[config.mk]
export PLATFORM = sky130hd
export DESIGN_NAME = calc_accumulator
export DESIGN_NICKNAME = d
export VERILOG_FILES = /design/src/rtl/calc_accumulator.sv
export SDC_FILE = /design/constraint.sdc
export NUM_CORES = 1
export LEC_CHECK = 0
export BUFFER_PORTS_ARGS = -buffer_cell sky130_fd_sc_hd__buf_4
export CORE_MARGIN = 3
export CORE_UTILIZATION = 40
export CTS_CLUSTER_DIAMETER = 60
export DETAILED_ROUTE_END_ITERATION = 10
export HOLD_SLACK_MARGIN = 0.06
export SLEW_MARGIN = 15
export SYNTH_ARGS = -nofsm -noshare
export SYNTH_HDL_FRONTEND = slang
export SYNTH_SLANG_ARGS = --single-unit
[constraint.sdc]
create_clock -name clk -period 8.19 [get_ports clk]
set_input_delay 1.638 -clock clk [delete_from_list [all_inputs] [get_ports clk]]
set_output_delay 1.638 -clock clk [all_outputs]
set_load 0.05 [all_outputs]
[src/rtl/calc_accumulator.sv]
// calc_accumulator: switch/button calculator with a running total, an
// iterative shift-add multiplier / restoring divider, sticky error and busy/done.
module calc_accumulator #(
  parameter int WIDTH  = 16,
  parameter bit SIGNED = 1'b0
) (
  input  logic             clk,
  input  logic             rst,
  input  logic [WIDTH-1:0] operand,
  input  logic             btn_add,
  input  logic             btn_sub,
  input  logic             btn_mul,
  input  logic             btn_div,
  input  logic             btn_mode,
  input  logic             btn_clr,
  output logic [WIDTH-1:0] total,
  output logic [WIDTH-1:0] disp,
  output logic             edit,
  output logic             busy,
  output logic             err,
  output logic             done
);
  localparam int W  = WIDTH;
  localparam int CW = $clog2(WIDTH);

  typedef enum logic [1:0] {
    S_IDLE,
    S_MUL,
    S_DIV
  } state_e;

  state_e           state_q, state_d;
  logic [5:0]       btn_in, b_r_q, b_rr_q, rise;
  logic             rs_add, rs_sub, rs_mul, rs_div, rs_mode, rs_clr;
  logic [W-1:0]     total_q, total_d;
  logic             err_q, err_d, edit_q, edit_d, done_q, done_d;
  logic [CW-1:0]    cnt_q, cnt_d;
  logic [2*W-1:0]   acc_q, acc_d, sh_q, sh_d;
  logic [W-1:0]     q_q, q_d;
  logic             neg_q, neg_d;
  logic             last;

  assign btn_in = {btn_clr, btn_mode, btn_div, btn_mul, btn_sub, btn_add};
  assign rise   = b_r_q & ~b_rr_q;
  assign {rs_clr, rs_mode, rs_div, rs_mul, rs_sub, rs_add} = rise;
  assign last   = (cnt_q == CW'(W-1));

  logic             t_neg, o_neg, op_zero;
  logic [W-1:0]     t_mag, o_mag;
  logic [W:0]       sum, dif;
  logic             add_ovf, sub_ovf;

  assign t_neg   = SIGNED & total_q[W-1];
  assign o_neg   = SIGNED & operand[W-1];
  assign t_mag   = t_neg ? -total_q : total_q;
  assign o_mag   = o_neg ? -operand : operand;
  assign op_zero = (operand == '0);
  assign sum     = {1'b0, total_q} + {1'b0, operand};
  assign dif     = {1'b0, total_q} - {1'b0, operand};
  assign add_ovf = SIGNED ? ((total_q[W-1] == operand[W-1]) &&
                             (sum[W-1] != total_q[W-1])) : sum[W];
  assign sub_ovf = SIGNED ? ((total_q[W-1] != operand[W-1]) &&
                             (dif[W-1] != total_q[W-1])) : dif[W];

  // Engines work on magnitudes; the sign is reapplied on the final step.
  logic [2*W-1:0]   acc_nx, half;
  logic [W-1:0]     prod, qn, quot;
  logic [W:0]       r_sh, rdiff;
  logic             ge, mul_ovf, div_ovf;

  assign half    = {{W{1'b0}}, 1'b1, {(W-1){1'b0}}};
  assign acc_nx  = acc_q + (q_q[0] ? sh_q : '0);
  assign prod    = neg_q ? -acc_nx[W-1:0] : acc_nx[W-1:0];
  assign mul_ovf = SIGNED ? (neg_q ? (acc_nx > half) : (acc_nx >= half))
                          : |acc_nx[2*W-1:W];
  assign r_sh    = {acc_q[W-1:0], q_q[W-1]};
  assign rdiff   = r_sh - {1'b0, sh_q[W-1:0]};
  assign ge      = ~rdiff[W];
  assign qn      = {q_q[W-2:0], ge};
  assign quot    = neg_q ? -qn : qn;
  assign div_ovf = SIGNED & ~neg_q & qn[W-1];

  always_ff @(posedge clk) begin
    if (rst) state_q <= S_IDLE;
    else     state_q <= state_d;
  end

  always_comb begin
    state_d = state_q;
    if (rs_clr) begin
      state_d = S_IDLE;
    end else begin
      unique case (state_q)
        S_IDLE: begin
          if (rs_add || rs_sub)          state_d = S_IDLE;
          else if (rs_mul)               state_d = S_MUL;
          else if (rs_div && !op_zero)   state_d = S_DIV;
        end
        S_MUL, S_DIV: if (last) state_d = S_IDLE;
        default: state_d = S_IDLE;
      endcase
    end
  end

  always_comb begin
    total_d = total_q;
    err_d   = err_q;
    edit_d  = edit_q ^ rs_mode;
    done_d  = 1'b0;
    cnt_d   = cnt_q;
    acc_d   = acc_q;
    sh_d    = sh_q;
    q_d     = q_q;
    neg_d   = neg_q;
    if (rs_clr) begin
      total_d = '0;
      err_d   = 1'b0;
    end else begin
      unique case (state_q)
        S_IDLE: begin
          cnt_d = '0;
          acc_d = '0;
          neg_d = t_neg ^ o_neg;
          if (rs_add) begin
            total_d = sum[W-1:0];
            err_d   = err_q | add_ovf;
            done_d  = 1'b1;
          end else if (rs_sub) begin
            total_d = dif[W-1:0];
            err_d   = err_q | sub_ovf;
            done_d  = 1'b1;
          end else if (rs_mul) begin
            sh_d = {{W{1'b0}}, t_mag};
            q_d  = o_mag;
          end else if (rs_div) begin
            if (op_zero) begin
              err_d  = 1'b1;
              done_d = 1'b1;
            end else begin
              sh_d = {{W{1'b0}}, o_mag};
              q_d  = t_mag;
            end
          end
        end
        S_MUL: begin
          acc_d = acc_nx;
          sh_d  = sh_q << 1;
          q_d   = q_q >> 1;
          cnt_d = cnt_q + CW'(1);
          if (last) begin
            total_d = prod;
            err_d   = err_q | mul_ovf;
            done_d  = 1'b1;
          end
        end
        S_DIV: begin
          acc_d = {{W{1'b0}}, ge ? rdiff[W-1:0] : r_sh[W-1:0]};
          q_d   = qn;
          cnt_d = cnt_q + CW'(1);
          if (last) begin
            total_d = quot;
            err_d   = err_q | div_ovf;
            done_d  = 1'b1;
          end
        end
        default: ;
      endcase
    end
  end

  always_ff @(posedge clk) begin
    if (rst) begin
      b_r_q   <= '0;
      b_rr_q  <= '0;
      total_q <= '0;
      err_q   <= 1'b0;
      edit_q  <= 1'b1;
      done_q  <= 1'b0;
      cnt_q   <= '0;
      acc_q   <= '0;
      sh_q    <= '0;
      q_q     <= '0;
      neg_q   <= 1'b0;
    end else begin
      b_r_q   <= btn_in;
      b_rr_q  <= b_r_q;
      total_q <= total_d;
      err_q   <= err_d;
      edit_q  <= edit_d;
      done_q  <= done_d;
      cnt_q   <= cnt_d;
      acc_q   <= acc_d;
      sh_q    <= sh_d;
      q_q     <= q_d;
      neg_q   <= neg_d;
    end
  end

  always_comb begin
    total = total_q;
    disp  = edit_q ? operand : total_q;
    edit  = edit_q;
    busy  = (state_q != S_IDLE);
    err   = err_q;
    done  = done_q;
  end

endmodule
After elaboration in Yosys (flattened, before gate mapping)

Cells that the tools add are included.

Bitwise gates (word level): 8
Add/subtract/negate cells: 5
Multiplexer cells: 41
Reductions and logical operators: 19
Equal/unequal tests: 15

Operators with widths:

| cell                                         | count |
|---|---|
| two-way mux 32 bit                           | 6 |
| two-way mux 16 bit                           | 11 |
| case mux 16 bit (3 select lines)             | 2 |
| case mux 32 bit (3 select lines)             | 1 |
| case mux 32 bit (2 select lines)             | 1 |
| adder 32 bit                                 | 1 |
| adder 16 x 16 -> 17 bit                      | 1 |
| subtractor 16 x 16 -> 17 bit                 | 1 |
| subtractor 17 x 16 -> 17 bit                 | 1 |
| logical NOT 16 bit                           | 1 |
| != test 4 bit (second input constant)        | 4 |
| OR reduction 16 bit                          | 1 |
| two-way mux 1 bit                            | 12 |
| AND reduction 6 bit                          | 2 |
| != test 3 bit (second input constant)        | 3 |
| two-way mux 2 bit                            | 4 |
| != test 2 bit (second input constant)        | 4 |
| case mux 4 bit (2 select lines)              | 1 |
| AND 6 bit                                    | 1 |
| inverter 6 bit                               | 1 |
| AND reduction 2 bit                          | 3 |
| nonzero test 2 bit                           | 3 |
| AND reduction 5 bit                          | 1 |
| adder 4 x 1 -> 4 bit (second input constant) | 1 |
| 16 further kinds                             | 21 |

Word-level logic and storage cells: 99
Register bits after elaboration: 117
Output and inout port bits: 36
Input port bits: 24

Longest topological paths before layout

Word-level depth: 7
Gate-level depth with buffers: 15
Gate-level depth less buffers: 14

Worst setup path after synthesis

Ideal clock, no wire load.

Path type: input to register
Start: in operand[0]
End: reg err_q, in the netlist err
Stages: 13
Arrival: 3.992 ns
Slack: 4.124 ns
Library setup time: 0.074 ns
Required time: 8.116 ns
Buffers on the path: 0
Cell sequence: ha_1 inv_1 fa_1 o21bai_1 a21oi_1 o21bai_1 nand3_1 a21boi_0 o21bai_1 a2111oi_0 nor3_1 or4_1 a31oi_1

Word-level cells in the longest chain between the ends: 5
Elaborated cells on any way between the ends: 10
Classes of those cells: add/sub: 2; eq/ne: 1; mux: 3; bitwise: 2; reduce/logical: 2

RTL lines:

| item                            | RTL line | source |
|---|---|---|
| start, declared                 | 9        | `input logic [WIDTH-1:0] operand,` |
| subtractor 16 x 16 -> 17 bit    | 59       | `assign dif = {1'b0, total_q} - {1'b0, operand};` |
| OR 1 bit                        | 130      | `err_d = err_q \| sub_ovf;` |
| two-way mux 1 bit               | 128      | `end else if (rs_sub) begin` |
| two-way mux 1 bit               | 124      | `if (rs_add) begin` |
| case mux 1 bit (2 select lines) | 119      | `unique case (state_q)` |
| end signal, assigned            | 188      | `err_q <= err_d;` |
| end, declared                   | 36       | `logic err_q, err_d, edit_q, edit_d, done_q, done_d;` |

Parallel ways exist; a longest one is shown, timed or not.
A chain may end at the register's enable or synchronous reset.

Worst setup path in the final report

Start: reg q_q[0]
End: reg err_q, in the netlist err

Word-level cells in the longest chain between the ends: 6

RTL lines:

| item                            | RTL line | source |
|---|---|---|
| start, declared                 | 39       | `logic [W-1:0] q_q, q_d;` |
| start signal, assigned          | 194      | `q_q <= q_d;` |
| two-way mux 32 bit              | 72       | `assign acc_nx = acc_q + (q_q[0] ? sh_q : '0);` |
| adder 32 bit                    | 72       |  |
| OR reduction 16 bit             | 75       | `: \|acc_nx[2*W-1:W];` |
| OR 1 bit                        | 152      | `err_d = err_q \| mul_ovf;` |
| two-way mux 1 bit               | 150      | `if (last) begin` |
| case mux 1 bit (2 select lines) | 119      |  |

No other way between the ends. The select of a mux whose other input is x is not followed.

==> results.md <==
- At the later pin of the worst-skew pair, clock insertion delay measures 430 ps.
- The overflow left after global routing is 0.
- The placement row count is 56.
- Entering global routing, the biggest net connects 88 pins.
- The area of the core region is 0.0237 mm2.
- Setup repair after global routing left no endpoint under its margin.
- In this run, synthesis inferred 0 flip-flops with an integrated enable.
- The count of nets left with antenna violations after detail routing is 0.
- In this run the static leakage power is 4.57 nW.
- The main combinational cell family by area after synthesis is compound AO/OA/AOI/OAI gates.
- Once the floorplan was initialized, standard cells occupied 41.0% of the core.
- The mean cell area of the mapped netlist is 7.35 um2.
- Counting tap cells, the placed design contains a total of 1,637 instances.
- The root cell of the clock tree is sky130_fd_sc_hd__clkbuf_16.
- The worst-case clock skew is 17.4 ps.
- The count of endpoints failing hold in the final timing report is 0.
- The power density over cell area is 181 mW/mm2.
- Synthesis inferred 117 register bits.
- The H-tree generated during clock tree synthesis spans 4 levels.
- The area growth from synthesis to layout is 13.1%.
- TritonCTS built the clock tree.
- The total length of routed wires is 28,300 um.
- The floorplan step set the die height to 162 um.
- The critical path in this run is classified as flip-flop to flip-flop.
- Counting flops with an async set or reset pin after synthesis yields a share of 0%.
- The library cell used most frequently in the layout, excluding fill and tap cells, is sky130_fd_sc_hd__nor2_1.
- The die is 162 um wide.
- The tool flagged a number of max-cap violations equal to 0.
- The final RePlAce weighted congestion is 0.896.
- The minimum clock period after layout is 4270 ps.
- Of all nets on the critical path, the largest fanout is 32.
- In this run the worst hold path is classified as flip-flop to flip-flop.
- The all-layer global routing usage is 21.6%.
- The first detailed-routing pass took 5 iterations.
- The number of antenna violations at the first check in global routing is 0.
- The fraction of layout instances using a drive strength above 1 is 10.5%.
- The net count of the finished layout is 1,449.
- Of the total synthesized cell area, the portion taken by AND, OR, NAND and NOR gates is 22.7%.
- The routed layout has 9,614 vias.
- The worst setup path is launched from a flip-flop.
- After clock tree synthesis, the clock-pin slew on the worst setup and hold paths is 70 ps.
- In this run, the number of DRC markers left after iteration 0 of detailed routing was 782.
- Summed over all nets, the half-perimeter wirelength after detailed placement is 20,500 um.
- Sequential elements use 24.1% of the synthesized area.
- The post-synthesis xor/xnor area fraction is 4.60%.
- The dominant register cell in the synthesized netlist is sky130_fd_sc_hd__dfxtp_1.
- The routed wirelength normalized by instance count is 17.0 um.
- The full die area is 0.0262 mm2.
- The largest buffer count on any clock path is 2.
- In this run the cell area of the synthesized design comes to 0.00972 mm2.
- The number of max-slew violations in the final report is 0.
- Gates resized during post-CTS repair numbered 0.
- Setup violations remaining at the end of the flow were counted as 0.
- The post-cts hold buffer count is 0.
- The number of clock sinks is 117.
- After detailed routing, the number of remaining DRC violations is 0.
- After detailed routing, the number of vias per cell comes to 5.76.
- Summing all placed instances gives a cell area of 0.0104 mm2.
- 0 antenna diodes ended up in the layout.
- Measured against the total synthesized area, the mux share comes to 3.18%.
- After synthesis, the netlist uses 74 different library cells.
- 60 I/O pins were placed.
- The worst path uses 52.2% of the clock period.
- The completed layout was analyzed and its total power is 1.99 mW.
- In the layout the commonest cells are sky130_fd_sc_hd__nor2_1, sky130_fd_sc_hd__nand2_1, sky130_fd_sc_hd__a21oi_1.
- The slew of the pin with the lowest slew margin is 916 ps.
- The filler cells instantiated in the layout total 2,477.
- Across the VDD grid, the largest voltage drop is 0.153 mV.
- In this run the tool buffered the top-level ports with 59 buffer cells.
- Data arrives at the worst endpoint at 4570 ps.
- The aggregate negative setup slack is 0 ps.
- Of the total synthesized cell area, the portion taken by full adders, half adders and majority gates is 11.6%.
- The first global-routing pass estimated 46,700 um of wire.
- The headroom to the max-slew limit is 38.9%.
- The flow ran to the end, and the final reports show no timing, DRC or antenna violations.
- Data on the critical path is required at its endpoint by 8490 ps.
- The number of setup buffers added after CTS is 0.
- In this run, CTS created clock tree buffers numbering 17.
- The final cell count without fillers is 1,669.
- The count of warnings emitted by yosys is 0.
- The number of nets in the synthesized netlist is 1,434.
- With fillers left out, the area of the finished cells amounts to 0.0110 mm2.
- The number of global-route vias before repair is 9,114.
- The instance count of the mapped netlist is 1,322.
- Timing would allow up to 0.234 GHz.
- The synthesized-area fraction occupied by ao, oa, aoi and oai cells is 28.0%.
- STA classifies the critical path endpoint as a flip-flop.
report_power, final:
group | internal, mW | switching (mW)
registers | 0.596 | 0.0423
logic | 0.216 | 0.366
clock network | 0.437 | 0.329
registers in the layout (all words and copies together) (netlist names):
register,cells
acc_q,32
sh_q,32
q_q,16
total,16
b_r_q,6
b_rr_q,6
cnt_q,4
state_q,2
done,1
edit,1
err,1
critical path, stage by stage (launching register included):
cell                       delay, ps
sky130_fd_sc_hd__dfxtp_1         350
sky130_fd_sc_hd__buf_4           320
sky130_fd_sc_hd__and2_1          180
sky130_fd_sc_hd__ha_1            160
sky130_fd_sc_hd__inv_1            50
sky130_fd_sc_hd__fa_1            410
sky130_fd_sc_hd__nor2b_1         180
sky130_fd_sc_hd__o31a_1          230
sky130_fd_sc_hd__a21o_1          190
sky130_fd_sc_hd__a21oi_1         120
sky130_fd_sc_hd__o311ai_1        450
sky130_fd_sc_hd__a221oi_1        170
sky130_fd_sc_hd__xnor2_1         180
sky130_fd_sc_hd__or4_1           550
sky130_fd_sc_hd__nor4b_2         450
sky130_fd_sc_hd__a31oi_1         140
cell families (layout without fill, tap and decap cells):
group,Yosys count,in the layout
simple gates,479,479
flops,117,117
compound gates,412,412
fa+ha+maj,88,88
xor+xnor,51,51
mux,29,29
buf+inv,146,174
final cells by class:
class	instances	area, um2	share of cell area, %
clock buffer	17	425	3.87
clock inverter	15	176	1.61
inverter	68	255	2.32
multi-input combinational	1059	6830	62.2
sequential	117	2340	21.3
tap	319	399	3.63
timing repair buffer	74	556	5.06
Yosys cell counts (all sizes together) (17+ instances only):
| library cell | n | area share [%] |
|---|---|---|
| a21oi | 140 | 7.4 |
| clkbuf | 68 | 2.6 |
| a22oi | 33 | 2.5 |
| inv | 67 | 2.6 |
| a211oi | 25 | 1.9 |
| a311oi | 17 | 1.5 |
| nor2b | 27 | 1.7 |
| nor2 | 151 | 5.8 |
| dfxtp | 117 | 24 |
| nor3 | 26 | 1.3 |
| a21o | 21 | 1.6 |
| o21ai | 65 | 3.3 |
| nand2 | 150 | 5.8 |
| xnor2 | 35 | 3.2 |
| and2 | 38 | 2.4 |
| ha | 84 | 11 |
| nand3 | 29 | 1.5 |
path summary, 6_finish.rpt:
check                      startpoint                    to  slack [ps]  cells past startpoint
hold / removal    b_r_q[5]$_SDFF_PP0_  b_rr_q[5]$_SDFF_PP0_         460                      1
setup / recovery  q_q[0]$_SDFFE_PP0P_      err$_SDFFE_PP0P_        3920                     15
hold reg to reg   b_r_q[5]$_SDFF_PP0_  b_rr_q[5]$_SDFF_PP0_         460                      1
setup reg to reg  q_q[0]$_SDFFE_PP0P_      err$_SDFFE_PP0P_        3920                     15
per-stage QoR:
| stage | hold WS (ps) | utilization [%] | setup WS, ps |
|---|---|---|---|
| final | 461 | 46.4 | 3920 |
| after floorplan | 430 | - | 4120 |
| after CTS | 465 | 46.4 | 3880 |
| after detailed placement | 452 | 43.8 | 3600 |
| after global placement | 444 | 43.8 | 3650 |
| after global routing | 477 | 46.4 | 3580 |
routing by layer:
layer / up-vias / GRT usage [%] / share of wire, %
li1: 4775 / - / -
met2: 218 / 36.0 / 47
met4: 0 / 6.82 / 2.5
met5: - / 0 / 0
met1: 4569 / 28.9 / 47
met3: 52 / 3.24 / 3.6
Power figures use the tool's default switching activity.
